### config.mk
export PLATFORM = sky130hd
export DESIGN_NAME = karatsuba_10b_norm
export DESIGN_NICKNAME = d
export VERILOG_FILES = /design/src/rtl/karatsuba_10b_norm.sv
export SDC_FILE = /design/constraint.sdc
export NUM_CORES = 1
export LEC_CHECK = 0
export CORE_AREA = 5 5 103 105
export DETAILED_ROUTE_END_ITERATION = 8
export DIE_AREA = 0 0 108 110
export MAX_ROUTING_LAYER = met4
export PLACE_DENSITY = 0.64
export SKIP_LAST_GASP = 1
export SYNTH_ARGS = -nofsm -noshare
export SYNTH_HDL_FRONTEND = slang
export SYNTH_SLANG_ARGS = --single-unit
export TNS_END_PERCENT = 20
### constraint.sdc
create_clock -name clk -period 4.1 [get_ports clk]
set_clock_uncertainty 0.05 [all_clocks]
set_input_delay 0.41 -clock clk [delete_from_list [all_inputs] [get_ports clk]]
set_output_delay 0.41 -clock clk [all_outputs]
set_load 0.005 [all_outputs]
### src/rtl/karatsuba_10b_norm.sv
// Normalizer for a 10x10 multiplier product: edge capture -> normalize/round -> 2-entry output FIFO.
// Optional macro KARATSUBA_NORM_RNE_EN enables round-to-nearest-even; otherwise the fraction is truncated.
module karatsuba_10b_norm (
  input  logic        clk,
  input  logic        rst_n,
  input  logic        prod_done,
  input  logic [19:0] prod,
  output logic        in_ready,
  output logic        out_valid,
  input  logic        out_ready,
  output logic [9:0]  mant,
  output logic [4:0]  norm_exp,
  output logic        zero,
  output logic        inexact,
  output logic        err_drop
);

  typedef struct packed {
    logic [9:0] mant;
    logic [4:0] norm_exp;
    logic       zero;
    logic       inexact;
  } norm_t;

  logic        done_q;
  logic        primed;
  logic        done_edge;
  logic        capture;
  logic        cap_valid;
  logic [19:0] cap_prod;
  logic        cap_move;
  logic        norm_valid;
  logic        norm_adv;
  norm_t       norm_d;
  norm_t       norm_q;
  norm_t       head_q;
  norm_t       tail_q;
  logic [1:0]  fifo_cnt;
  logic        push;
  logic        pop;
  logic [2:0]  held;

  logic [4:0]  lead;
  logic [18:0] aligned;
  logic [9:0]  frac;
  logic        guard;
  logic        sticky;

  // primed masks the first cycle after reset so a level already high at release is not an edge.
  assign done_edge = primed & prod_done & ~done_q;
  assign held      = {2'b00, cap_valid} + {2'b00, norm_valid} + {1'b0, fifo_cnt};
  assign in_ready  = (held < 3'd3);
  assign capture   = done_edge & in_ready;

  assign out_valid = (fifo_cnt != 2'd0);
  assign pop       = out_valid & out_ready;
  assign push      = norm_valid & ((fifo_cnt != 2'd2) | pop);
  assign norm_adv  = ~norm_valid | push;
  assign cap_move  = cap_valid & norm_adv;

  // NOTE: sequential state uses non-blocking assignments so every register samples pre-edge values.
  always_ff @(posedge clk or negedge rst_n) begin
    if (!rst_n) begin
      done_q     <= 1'b0;
      primed     <= 1'b0;
      cap_valid  <= 1'b0;
      norm_valid <= 1'b0;
      err_drop   <= 1'b0;
    end else begin
      done_q <= prod_done;
      primed <= 1'b1;
      if (capture)       cap_valid <= 1'b1;
      else if (cap_move) cap_valid <= 1'b0;
      if (cap_move)      norm_valid <= 1'b1;
      else if (push)     norm_valid <= 1'b0;
      if (done_edge && !in_ready) err_drop <= 1'b1;
    end
  end

  // NOTE: pipeline data registers carry no reset; their valid bits alone decide whether they mean anything.
  always_ff @(posedge clk) begin
    if (capture)  cap_prod <= prod;
    if (cap_move) norm_q   <= norm_d;
  end

  // NOTE: every always_comb output gets a default first, so no path can infer a latch.
  always_comb begin
    lead = 5'd0;
    for (int i = 0; i < 20; i++) begin
      if (cap_prod[i]) lead = 5'(i);
    end
    // Left-align so the leading one falls just above bit 18; the top bit is dropped by the cast.
    aligned = 19'(cap_prod << (5'd19 - lead));
    frac    = aligned[18:9];
    guard   = aligned[8];
    sticky  = |aligned[7:0];

    norm_d          = '0;
    norm_d.zero     = (cap_prod == 20'd0);
    norm_d.inexact  = guard | sticky;
`ifdef KARATSUBA_NORM_RNE_EN
    begin
      logic [10:0] rounded;
      rounded         = {1'b0, frac} + {10'd0, guard & (sticky | frac[0])};
      norm_d.mant     = rounded[9:0];
      norm_d.norm_exp = lead + {4'd0, rounded[10]};
    end
`else
    norm_d.mant     = frac;
    norm_d.norm_exp = lead;
`endif
  end

  // Two-register shift FIFO: outputs are taken straight from head_q, which is reset so they read zero in reset.
  always_ff @(posedge clk or negedge rst_n) begin
    if (!rst_n) begin
      head_q   <= '0;
      tail_q   <= '0;
      fifo_cnt <= 2'd0;
    end else begin
      unique case ({push, pop})
        2'b10: begin
          if (fifo_cnt == 2'd0) head_q <= norm_q;
          else                  tail_q <= norm_q;
          fifo_cnt <= fifo_cnt + 2'd1;
        end
        2'b01: begin
          head_q   <= tail_q;
          fifo_cnt <= fifo_cnt - 2'd1;
        end
        2'b11: begin
          if (fifo_cnt == 2'd1) begin
            head_q <= norm_q;
          end else begin
            head_q <= tail_q;
            tail_q <= norm_q;
          end
        end
        default: ;
      endcase
    end
  end

  assign mant     = head_q.mant;
  assign norm_exp = head_q.norm_exp;
  assign zero     = head_q.zero;
  assign inexact  = head_q.inexact;

endmodule

# [Word-level counts from Yosys, hierarchy flattened]
# Cells that the tools add are included.
[totals] ff_bits=78 input_bits=24 word_cells=88
[op_classes] n_addsub=5 order_cmp=1 eq_ne=8 shift=1 muxes=30 bitwise=11 n_reduce_logical=13
[op_table] cell="$mux W5" count=18
[op_table] cell="$mux W17" count=4
[op_table] cell="$pmux W17 S3" count=1
[op_table] cell="$pmux W17 S2" count=1
[op_table] cell="$logic_not A20 Y1" count=1
[op_table] cell="$shl A20 B5 Y19" count=1
[op_table] cell="$reduce_bool A2 Y1" count=5
[op_table] cell="$ne A2 B2 Y1 const B" count=4
[op_table] cell="$reduce_or A8 Y1" count=1
[op_table] cell="$and A1 B1 Y1" count=6
[op_table] cell="$mux W1" count=5
[op_table] cell="$sub A5 B5 Y5 const A" count=1
[op_table] cell="$eq A2 B1 Y1 const B" count=2
[op_table] cell="$eq A2 B2 Y1 const B" count=2
[op_table] cell="$pmux W2 S2" count=1
[op_table] cell="$add A2 B2 Y3" count=1
[op_table] cell="$lt A3 B2 Y1 const B" count=1
[op_table] cell="$or A1 B1 Y1" count=3
[op_table] cell="$reduce_and A3 Y1" count=1
[op_table] cell="$reduce_bool A3 Y1" count=1
[op_table] cell="$add A1 B1 Y2" count=1
[op_table] cell="$add A2 B1 Y2 const B" count=1
[op_table] cell="$logic_not A2 Y1" count=1
[op_table] cell="$not A1 Y1" count=2
[op_table] cell="other kinds (4)" count=4

# [Longest topological paths before layout]
# Gate-level depths: netlist of the first run.
[depth] word_depth=23 ltp_mapped=12 mapped_depth_nobuf=11

# [Worst setup path before layout of the first run]
# OpenSTA, ideal clock, no wires.
[synth_timing] path_kind="register -> register" from="register cap_valid" to="register cap_prod[0], enable pin" setup_ns=0.431 arrival_time_ns=2.758 required_time_ns=3.619 slack_ns=0.861 stages_incl_launch_ff=4 path_buffers=0 path_cell_list="dfrtp_1 -> fa_1 -> ha_1 -> a211oi_1"
[synth_between] elab_chain_cells=4
[synth_rtl] element="start: declaration" line="29" source="logic cap_valid;"
[synth_rtl] element="start signal: assignment" line="66" source="cap_valid <= 1'b0;"
[synth_rtl] element="start signal: assignment" line="72" source="if (capture) cap_valid <= 1'b1;"
[synth_rtl] element="start signal: assignment" line="73" source="else if (cap_move) cap_valid <= 1'b0;"
[synth_rtl] element="$add A1 B1 Y2" line="51" source="assign held = {2'b00, cap_valid} + {2'b00, norm_valid} + {1'b0, fifo_cnt};"
[synth_rtl] element="$add A2 B2 Y3" line="51"
[synth_rtl] element="$lt A3 B2 Y1" line="52" source="assign in_ready = (held < 3'd3);"
[synth_rtl] element="$and A1 B1 Y1" line="53" source="assign capture = done_edge & in_ready;"
[synth_rtl] element="net capture" line="28" source="logic capture;"
[synth_rtl] element="end signal: assignment" line="82" source="if (capture) cap_prod <= prod;"
[synth_rtl] element="end: declaration" line="30" source="logic [19:0] cap_prod;"
# The timed path passes the listed nets, and every way through them passes these cells.
# A chain may end at the register's enable or synchronous reset.

# [Worst setup path after layout of the first run]
[layout_timing] from="register cap_prod[16]" to="register norm_q[14] (netlist name), data pin"
[layout_between] elab_chain_cells=6
[layout_rtl] element="$mux W5 (4 in series)" line="90" source="if (cap_prod[i]) lead = 5'(i);"
[layout_rtl] element="$sub A5 B5 Y5" line="93" source="aligned = 19'(cap_prod << (5'd19 - lead));"
[layout_rtl] element="$shl A20 B5 Y19 *" line="93"
[layout_rtl] element="net aligned[16]" line="44" source="logic [18:0] aligned;"
[layout_rtl] element="end signal: assignment" line="83" source="if (cap_move) norm_q <= norm_d;"
[layout_rtl] element="end: declaration" line="35" source="norm_t norm_q;"
# Mark *: on every way through the listed nets, which the timed path passes. The rest lies on a longest branch.

==> reports/qor.yml, run 1 <==
maxCapViolCount: 0
synth_area_per_cell_um2: 11.3
ys.flop_type: "dfrtp_1"
drtIter0Drc: 179
setup_ws_ns: 0.679
cts_buffers: 9
cp_top_family: "compound AO/OA/AOI/OAI gates"
tightest_slew_ns: 1.13
hpwl_um: 5800
pin_count: 44
cts.root.buffer_cell: "clkbuf_8"
synthArstFlopShare_pct: 52.6
gp_congestion: 0.923
critPathMaxFanout: 15
antenna_found_initial: 0
io_buffer_count: 43
path_class: "flop to flop"
end_kind: "flop"
drc: 0
holdBufCountCts: 0
synthTopCellsByArea: "edfxtp_1 (28%), dfrtp_1 (25%), mux2i_1 (11%)"
yosysWarningCount: 0
critPathRequiredTime_ns: 4.22
initial_core_util_pct: 42.2
drv_slew: 0
synth_fp_nets: 388
grt_max_degree: 42
antenna_left: 0
finalCritPeriodShare_pct: 83.4
rows: 36
synth_cell_types: 49
routed-via-count: 2808
clkTransAtPathRegs_ns: 0.09
antenna_cells: 0
synth.largest_area_cell: "edfxtp_1"
track_usage_pct: 14.7
rsz0062_at_grt: "no"
core_area_um2: 9550
finalWirelength_um: 7920
fp.dieW_um: 108
post-cts-setup-buffers: 0
setup_viol: 0
dr.pass1.iters: 4
ys_seq_elements: 78
die_h_um: 110
status: "complete, no violations"
ctsLongestPathBuffers: 2
power.density_nw_per_um2: 559
synth_edf_count: 37
clk_latency_ns: 0.36
htree_levels: 3
hp-class: "input pin to async pin"
syn_inst: 358
fin_tns_setup_ns: 0
slew-limit-headroom_pct: 24.6
syn-cell-area_um2: 4030
viasPerCell: 5.27
cts_tree: "yes"
slowest_delay_ns: 0.69
synth_top_area_share_pct: 27.6
irDropWorstVdd_uv: 170
grt_pass1_vias: 2680
grt_pass1_wl_um: 13300
post_cts_resized: 0
drive_above_1_share_pct: 12.0
floorplan.die_area_um2: 11900
cp_slowest_cell: "xor2_1"
critPathBufInv: 0
period_needed_ns: 3.42
crit_path_cell_trace: "or4_1 > a21o_1 > ha_1 > xor2_1 > a2111oi_0 > o32ai_1"
fmax_mhz: 292
power_leakage_nw: 1.93
ys_seq_area_share_pct: 53.0
place_ws_ns: 0.761
avgRoutedWirePerCell_um: 14.9
syn2layout_area_growth_pct: 17.3
gr-total-overflow: 0
critPathArrivalTime_ns: 3.54
nNetsFinal: 425
hold_viol: 0
cts_sinks: 78
crit_path_start_kind: "flop"
-- cell usage in the layout (no fill, tap or decap), types with 4 or more instances in the layout --
cell / count
mux2i_1: 45
a31oi_1: 4
a211oi_1: 8
a21o_1: 4
a311oi_1: 4
nand2_1: 22
clkdlybuf4s50_1: 42
nand2b_1: 4
ha_1: 5
o21ai_0: 9
inv_1: 9
nor4_1: 5
mux2_2: 17
nor2_1: 38
dfrtp_1: 41
edfxtp_1: 37
nor3_1: 7
clkbuf_8: 9
a21oi_1: 35
-- per-stage QoR --
| step | hold WS [ns] | util [%] | std cells | area [um2] | power (mW) |
|---|---|---|---|---|---|
| floorplan | 0.0644 | - | 358 | 4030 | 1.77 |
| global placement | 0.411 | 47.6 | 517 | 4550 | 2.12 |
| detailed placement | 0.426 | 47.6 | 517 | 4550 | 2.13 |
| CTS | 0.143 | 49.5 | 533 | 4730 | 2.68 |
| global route | 0.187 | 49.5 | 533 | 4730 | 2.82 |
| finish | 0.109 | 49.5 | 533 | 4730 | 2.64 |
-- path summary, 6_finish.rpt --
path / slack [ns] / start / cells past startpoint / end
hold reg to reg: 0.44 / err_drop / 1 / err_drop
max in group asynchronous: 3.33 / rst_n / 1 / mant[8]
setup reg to reg: 0.68 / cap_prod[16] / 6 / norm_q[14]
hold / removal: 0.11 / rst_n / 1 / mant[3]
setup / recovery: 0.68 / cap_prod[16] / 6 / norm_q[14]
min in group clk: 0.44 / err_drop / 1 / err_drop
-- per-layer routing --
metal,wire [um],share of wire (%),track usage [%],vias up
met1,3760,47,19.3,1313
met2,3570,45,22.3,84
met5,0,0,-,-
met3,441,5.6,4.08,15
met4,157,2.0,4.24,0
li1,-,-,-,1396
-- registers in the layout, indices dropped and copies added, names as in the netlist --
| signal | count |
|---|---|
| tail_q | 17 |
| done_q | 1 |
| cap_valid | 1 |
| mant | 10 |
| norm_exp | 5 |
| fifo_cnt | 2 |
| norm_q | 17 |
| inexact | 1 |
| zero | 1 |
| cap_prod | 20 |
| primed | 1 |
| norm_valid | 1 |
| err_drop | 1 |
-- power breakdown --
group | switching [mW] | internal, mW
logic | 0.421 | 0.496
clock network | 0.306 | 0.229
registers | 0.129 | 1.06
total | 0.856 | 1.79
-- worst reg2reg max path: stages (launching register included) --
cell	delay [ns]
edfxtp_1	0.52
or4_1	0.68
a21o_1	0.40
ha_1	0.37
xor2_1	0.69
a2111oi_0	0.19
o32ai_1	0.33
-- Yosys cell counts, types with 2 or more instances --
library cell   n
o21bai_1       2
nor2b_1        3
nor2_1        38
buf_4          2
inv_1          9
a211oi_2       2
o21ai_0        9
xnor2_1        2
or4_1          2
o21a_1         2
nand3_1        3
a21oi_1       35
a21o_1         4
nand2b_1       4
mux2i_1       45
a221oi_1       2
a31oi_1        4
nor3_1         7
edfxtp_1      37
inv_2          3
nor4_1         5
a2111oi_0      3
a22oi_1        3
nand2_1       22
a311oi_1       4
dfrtp_1       41
buf_2          5
a211oi_1       9
ha_1           5
clkbuf_1      11
mux2_2        17
-- area by class of cell --
cell class,count,area [um2]
fill,912,4820
sequential,78,2140
multi-input combinational,248,1760
timing repair buffer,45,440
tap,133,166
clock buffer,9,124
clock inverter,7,55.1
inverter,13,48.8
-- kinds of logic after synthesis --
family	Yosys count	synth area share, %
XOR/XNOR	3	0.652
adder cells (fa/ha/maj)	6	2.05
other	1	0.0931
AND/OR/NAND/NOR	89	9.88
multiplexers	63	16.5
AO/OA/AOI/OAI	86	14.2
buffers and inverters	32	3.60
flip-flops	78	53.0
Note: power is estimated with default switching activity, not from simulation.
==> run 2: changes to the inputs <==
Clock period 4.1 ns to 3.33 ns, I/O delays scaled along.
==> run 2 against run 1 <==
Effect of this change:
- non-clock buffer count is 9 higher
- critical endpoint unchanged
- utilization grew 1.2 points
- largest power group unchanged
- global-route usage up 0.73 points
- die area stayed put
- flip-flop and latch count unchanged
- register-to-register slack worse by 0.48 ns
- critical path depth grew 3
==> reports/qor.yml, run 2 (synthesis results as in run 1) <==
drtIter0Drc: 148  # was 179
clock_power_share_pct: 23.7  # was 20.2%
nNetsFinal: 434  # was 425
p_seq_share_pct: 42.9  # was 45.1%
pin_count: 44  # unchanged
rsz0062_at_grt: "no"  # unchanged
drv_slew: 0  # unchanged
clkTransAtPathRegs_ns: 0.09  # about the same
core_area_um2: 9550  # unchanged
tightest_slew_ns: 0.890  # was 1.13 ns
drc: 0  # unchanged
finalCritPeriodShare_pct: 94.1  # was 83.4%
nFillCells: 867  # was 912
top_register: "cap_prod"  # unchanged
die_h_um: 110  # unchanged
r2r_slack_ns: 0.20  # was 0.68 ns
avgRoutedWirePerCell_um: 15.3  # was 14.9 um
post-route-util_pct: 50.7  # was 49.5%
io_buffer_count: 43  # unchanged
largestRegisters: "cap_prod: 20 flops, norm_q: 17 flops, tail_q: 17 flops"  # unchanged
grt.busiest_layer: "met2"  # unchanged
setup_viol: 0  # unchanged
crit_path_start_kind: "flop"  # unchanged
power.density_nw_per_um2: 708  # was 559 nW/um2
rows: 36  # unchanged
initial_core_util_pct: 42.2  # unchanged
finalWirelength_um: 8270  # was 7920 um
fp.dieW_um: 108  # unchanged
syn2layout_area_growth_pct: 20.2  # was 17.3%
hpwl_um: 6070  # was 5800 um
antenna_cells: 0  # unchanged
holdBufCountCts: 0  # unchanged
critPathArrivalTime_ns: 3.17  # was 3.54 ns
fmax_mhz: 319  # was 292 MHz
p_sw_share_pct: 30.6  # was 32.4%
finalInstanceArea_um2: 4840  # was 4730 um2
ctsLongestPathBuffers: 2  # unchanged
gp_congestion: 0.910  # was 0.923
cts_sinks: 78  # unchanged
path_class: "flop to flop"  # unchanged
grtUsageMet1_pct: 20.3  # was 19.3%
critPathMaxFanout: 17  # was 15
period_needed_ns: 3.13  # was 3.42 ns
hold_viol: 0  # unchanged
grt_pass1_vias: 2882  # was 2680
fin_tns_setup_ns: 0  # unchanged
largest_register_ffs: 20  # unchanged
post-cts-setup-buffers: 0  # unchanged
gr-total-overflow: 0  # unchanged
power_leakage_nw: 1.99  # was 1.93 nW
dr.pass1.iters: 4  # unchanged
floorplan.die_area_um2: 11900  # unchanged
irDropWorstVdd_uv: 262  # was 170 uV
antenna_found_initial: 0  # unchanged
cts.root.buffer_cell: "clkbuf_8"  # unchanged
cts_tree: "yes"  # unchanged
hp-class: "input pin to async pin"  # unchanged
post_cts_resized: 0  # unchanged
place_area_um2: 4620  # was 4550 um2
final_common_cell: "mux2i_1"  # unchanged
htree_levels: 3  # unchanged
final_cell_mix: "mux2i_1 (45), clkdlybuf4s50_1 (42), dfrtp_1 (41), nor2_1 (38), edfxtp_1 (37)"  # unchanged
p_total_mw: 3.43  # was 2.64 mW
cts_buffers: 9  # unchanged
internal_power_mw: 2.38  # was 1.79 mW
status: "complete, no violations"  # unchanged
ff2ff_path_depth: 9  # was 6
antenna_left: 0  # unchanged
holdWs_ns: 0.0433  # was 0.109 ns
use_met3_pct: 3.03  # was 4.08%
slew-limit-headroom_pct: 40.6  # was 24.6%
grt_pass1_wl_um: 14100  # was 13300 um
maxCapViolCount: 0  # unchanged
drive_above_1_share_pct: 13.9  # was 12.0%
p_sw_mw: 1.05  # was 0.856 mW
routed-via-count: 2898  # was 2808
seq_area_um2: 2140  # unchanged
track_usage_pct: 15.4  # was 14.7%
grt_max_degree: 42  # unchanged
grt_util_met2_pct: 23.9  # was 22.3%
end_kind: "flop"  # unchanged
viasPerCell: 5.35  # was 5.27
multiInputGateArea_um2: 1760  # unchanged
critPathRequiredTime_ns: 3.37  # was 4.22 ns
comb_power_share_pct: 33.4  # was 34.7%
clk_latency_ns: 0.35  # was 0.36 ns
[run 2: worst max-delay path, stage by stage (launching register included)]
cell and delay [ns]:
edfxtp_1 0.49, nand2b_1 0.20, a221oi_2 0.25, o211ai_2 0.16
a21o_4 0.31, inv_2 0.30, mux2i_1 0.35, mux2i_1 0.15
a2111oi_0 0.45, o32ai_1 0.15
[run 2: cell type report]
class / instances / area share [%]
Sequential cell: 78 / 44.1
Multi-Input combinational cell: 248 / 36.2
Timing Repair Buffer: 54 / 10.5
Tap cell: 133 / 3.44
Clock buffer: 10 / 2.84
Clock inverter: 6 / 1.86
Inverter: 13 / 1.01
[run 2: metrics by stage]
step / instances / setup slack (ns)
global route: 542 / 0.0418
CTS: 542 / 0.212
finish: 542 / 0.196
floorplan: 358 / 0.0907
global placement: 526 / 0.324
detailed placement: 526 / 0.237
[run 2: path summary, 6_finish.rpt]
| path | start | endpoint |
|---|---|---|
| max in group asynchronous | rst_n | tail_q[15] |
| worst max-delay path | cap_prod[2] | norm_q[14] |
| worst min-delay path | rst_n | mant[3] |
| min in group clk | prod_done | done_q |
| worst max register to register | cap_prod[2] | norm_q[14] |
| worst min register to register | err_drop | err_drop |
[run 2: layer usage]
metal  vias up  part of all wire, %
met5         -                    0
met3        12                  4.3
met2        78                   46
li1       1417                    -
met4         0                  1.8
met1      1391                   48
[run 2: power by group through the flow]
stage / clock (mW) / combinational, mW / sequential [mW]
2_1_floorplan: 0 / 0.707 / 1.47
3_3_place_gp: 0 / 1.14 / 1.48
3_5_place_dp: 0 / 1.15 / 1.50
4_1_cts: 0.836 / 1.16 / 1.48
5_1_grt: 0.876 / 1.27 / 1.51
6_report: 0.813 / 1.14 / 1.47
==> run 3: changes to the inputs <==
Settings changed: GPL_ROUTABILITY_DRIVEN set to 0.
==> run 3 against run 2 <==
Effect of this change:
- worst setup slack better by 0.041 ns
- maximum frequency is 1.3% higher
- highest routed layer unchanged
- critical path type unchanged
- combinational power hardly changed
- critical path depth stayed put
- worst hold slack better by 0.016 ns
- final cell count is 0.37% lower
- clock power is 20% lower
- die area stayed put
- power is 4.8% lower
- utilization is 0.64 points lower
- non-clock buffer count is 2 lower
==> reports/qor.yml, run 3 (synthesis results as in run 1) <==
slew-limit-headroom_pct: 40.3  # was 40.6%
largestRegisters: "cap_prod: 20 flops, norm_q: 17 flops, tail_q: 17 flops"  # unchanged
clk_latency_ns: 0.35  # about the same
antenna_cells: 0  # unchanged
fmax_mhz: 323  # was 319 MHz
power_leakage_nw: 1.95  # was 1.99 nW
r2r_slack_ns: 0.24  # was 0.20 ns
top_register: "cap_prod"  # unchanged
maxCapViolCount: 0  # unchanged
internal_power_mw: 2.21  # was 2.38 mW
io_buffer_count: 43  # unchanged
ff2ff_path_depth: 9  # unchanged
pin_count: 44  # unchanged
hp-class: "input pin to async pin"  # unchanged
nFillCells: 890  # was 867
htree_levels: 3  # unchanged
antenna_left: 0  # unchanged
avgRoutedWirePerCell_um: 14.6  # was 15.3 um
largest_register_ffs: 20  # unchanged
rsz0062_at_grt: "no"  # unchanged
drc: 0  # unchanged
ctsLongestPathBuffers: 2  # unchanged
hpwl_um: 5810  # was 6070 um
gr-total-overflow: 0  # unchanged
fp.dieW_um: 108  # unchanged
syn2layout_area_growth_pct: 18.7  # was 20.2%
reg2reg_to: "norm_q[0]"  # was norm_q[14]
period_needed_ns: 3.09  # was 3.13 ns
post-route-util_pct: 50.1  # was 50.7%
path_class: "flop to flop"  # unchanged
nNetsFinal: 432  # was 434
setup_viol: 0  # unchanged
drv_slew: 0  # unchanged
rows: 36  # unchanged
grt_pass1_wl_um: 13400  # was 14100 um
p_seq_share_pct: 45.0  # was 42.9%
final_cell_mix: "mux2i_1 (44), clkdlybuf4s50_1 (42), dfrtp_1 (41), nor2_1 (38), edfxtp_1 (37)"  # was mux2i_1 (45), clkdlybuf4s50_1 (42), dfrtp_1 (41), nor2_1 (38), edfxtp_1 (37)
antenna_found_initial: 0  # unchanged
critPathRequiredTime_ns: 3.36  # was 3.37 ns
grt_util_met2_pct: 21.4  # was 23.9%
critPathArrivalTime_ns: 3.12  # was 3.17 ns
track_usage_pct: 14.6  # was 15.4%
crit_path_start_kind: "flop"  # unchanged
core_area_um2: 9550  # unchanged
routed-via-count: 2858  # was 2898
dr.pass1.iters: 5  # was 4
p_sw_mw: 1.06  # was 1.05 mW
clkTransAtPathRegs_ns: 0.08  # was 0.09 ns
status: "complete, no violations"  # unchanged
final_common_cell: "mux2i_1"  # unchanged
floorplan.die_area_um2: 11900  # unchanged
grtUsageMet1_pct: 19.4  # was 20.3%
cts_buffers: 9  # unchanged
power.density_nw_per_um2: 683  # was 708 nW/um2
finalWirelength_um: 7890  # was 8270 um
clock_power_share_pct: 20.0  # was 23.7%
cts_sinks: 78  # unchanged
cts_tree: "yes"  # unchanged
initial_core_util_pct: 42.2  # unchanged
finalCritPeriodShare_pct: 92.9  # was 94.1%
drive_above_1_share_pct: 13.8  # was 13.9%
end_kind: "flop"  # unchanged
grt.busiest_layer: "met2"  # unchanged
fin_tns_setup_ns: 0  # unchanged
viasPerCell: 5.29  # was 5.35
rr_startpoint: "cap_prod[2]"  # unchanged
die_h_um: 110  # unchanged
hold_viol: 0  # unchanged
critPathMaxFanout: 17  # unchanged
irDropWorstVdd_uv: 208  # was 262 uV
comb_power_share_pct: 34.9  # was 33.4%
holdBufCountCts: 0  # unchanged
p_sw_share_pct: 32.3  # was 30.6%
tightest_slew_ns: 0.895  # was 0.890 ns
grt_pass1_vias: 2761  # was 2882
drtIter0Drc: 235  # was 148
use_met3_pct: 3.15  # was 3.03%
cts.root.buffer_cell: "clkbuf_8"  # unchanged
grt_max_degree: 42  # unchanged
-- run 3: changes by cell type in the layout (fill, tap and decap cells not counted), sizes merged --
cell,delta
bufinv,-2
clkinvlp,+1
inv,+1
buf,-2
clkinv,+1
clkbuf,-1
-- run 3: worst max-delay path by stage --
| stage | startpoint | endpoint | slack [ns] | cells past startpoint |
|---|---|---|---|---|
| 2_1_floorplan | cap_valid | cap_prod[0] | 0.09 | 3 |
| 3_3_place_gp | cap_prod[2] | norm_q[14] | 0.35 | 9 |
| 3_5_place_dp | cap_prod[2] | norm_q[14] | 0.24 | 9 |
| 4_1_cts | cap_prod[2] | norm_q[14] | 0.24 | 9 |
| 5_1_grt | cap_prod[2] | norm_q[14] | 0.006 | 9 |
| 6_report | cap_prod[2] | norm_q[0] | 0.24 | 9 |
-- run 3: final cells by class --
class	count	area [um2]	share of cell area (%)
Clock inverter	7	53.8	1.13
Inverter	13	48.8	1.02
Clock buffer	9	124	2.59
Timing Repair Buffer	52	493	10.3
Sequential cell	78	2140	44.7
Tap cell	133	166	3.48
Multi-Input combinational cell	248	1760	36.8
-- run 3: what timing repair did --
| item | CTS | global route |
|---|---|---|
| gates resized for setup | 0 | 1 |
| setup buffers | 0 | 0 |
| endpoints found under the setup margin | 0 | 1 |
-- run 3: worst max-delay path, cell delays in order, from the launching register on --
cell and delay, ns:
edfxtp_1 0.50, nand2b_1 0.20, a221oi_2 0.24, o211ai_2 0.16, a21o_4 0.31, inv_2 0.30, mux2i_1 0.36, mux2i_1 0.18
o41ai_1 0.40, a311oi_1 0.13
-- run 3: power groups by stage --
stage | combinational, mW | sequential, mW | clock (mW)
after floorplan | 0.707 | 1.47 | 0
after global placement | 1.12 | 1.48 | 0
after detailed placement | 1.15 | 1.50 | 0
after CTS | 1.15 | 1.47 | 0.678
after global routing | 1.26 | 1.51 | 0.721
final | 1.14 | 1.47 | 0.654
-- run 3: metal layers --
metal  vias to the layer above  wire (um)  part of all wire (%)
li1                       1410          -                     -
met1                      1331       3740                    47
met2                       105       3540                    45
met3                        12        441                   5.6
met4                         0        176                   2.2
met5                         -          0                     0
-- run 3: through the flow --
step	hold WS (ns)	cell area, um2	cells	setup WS [ns]	power (mW)
after floorplan	-0.0126	4030	358	0.0907	2.17
after global placement	0.410	4600	524	0.353	2.61
after detailed placement	0.419	4600	524	0.244	2.64
after CTS	0.0783	4780	540	0.242	3.30
after global routing	0.126	4780	540	0.00574	3.49
final	0.0596	4780	540	0.238	3.27
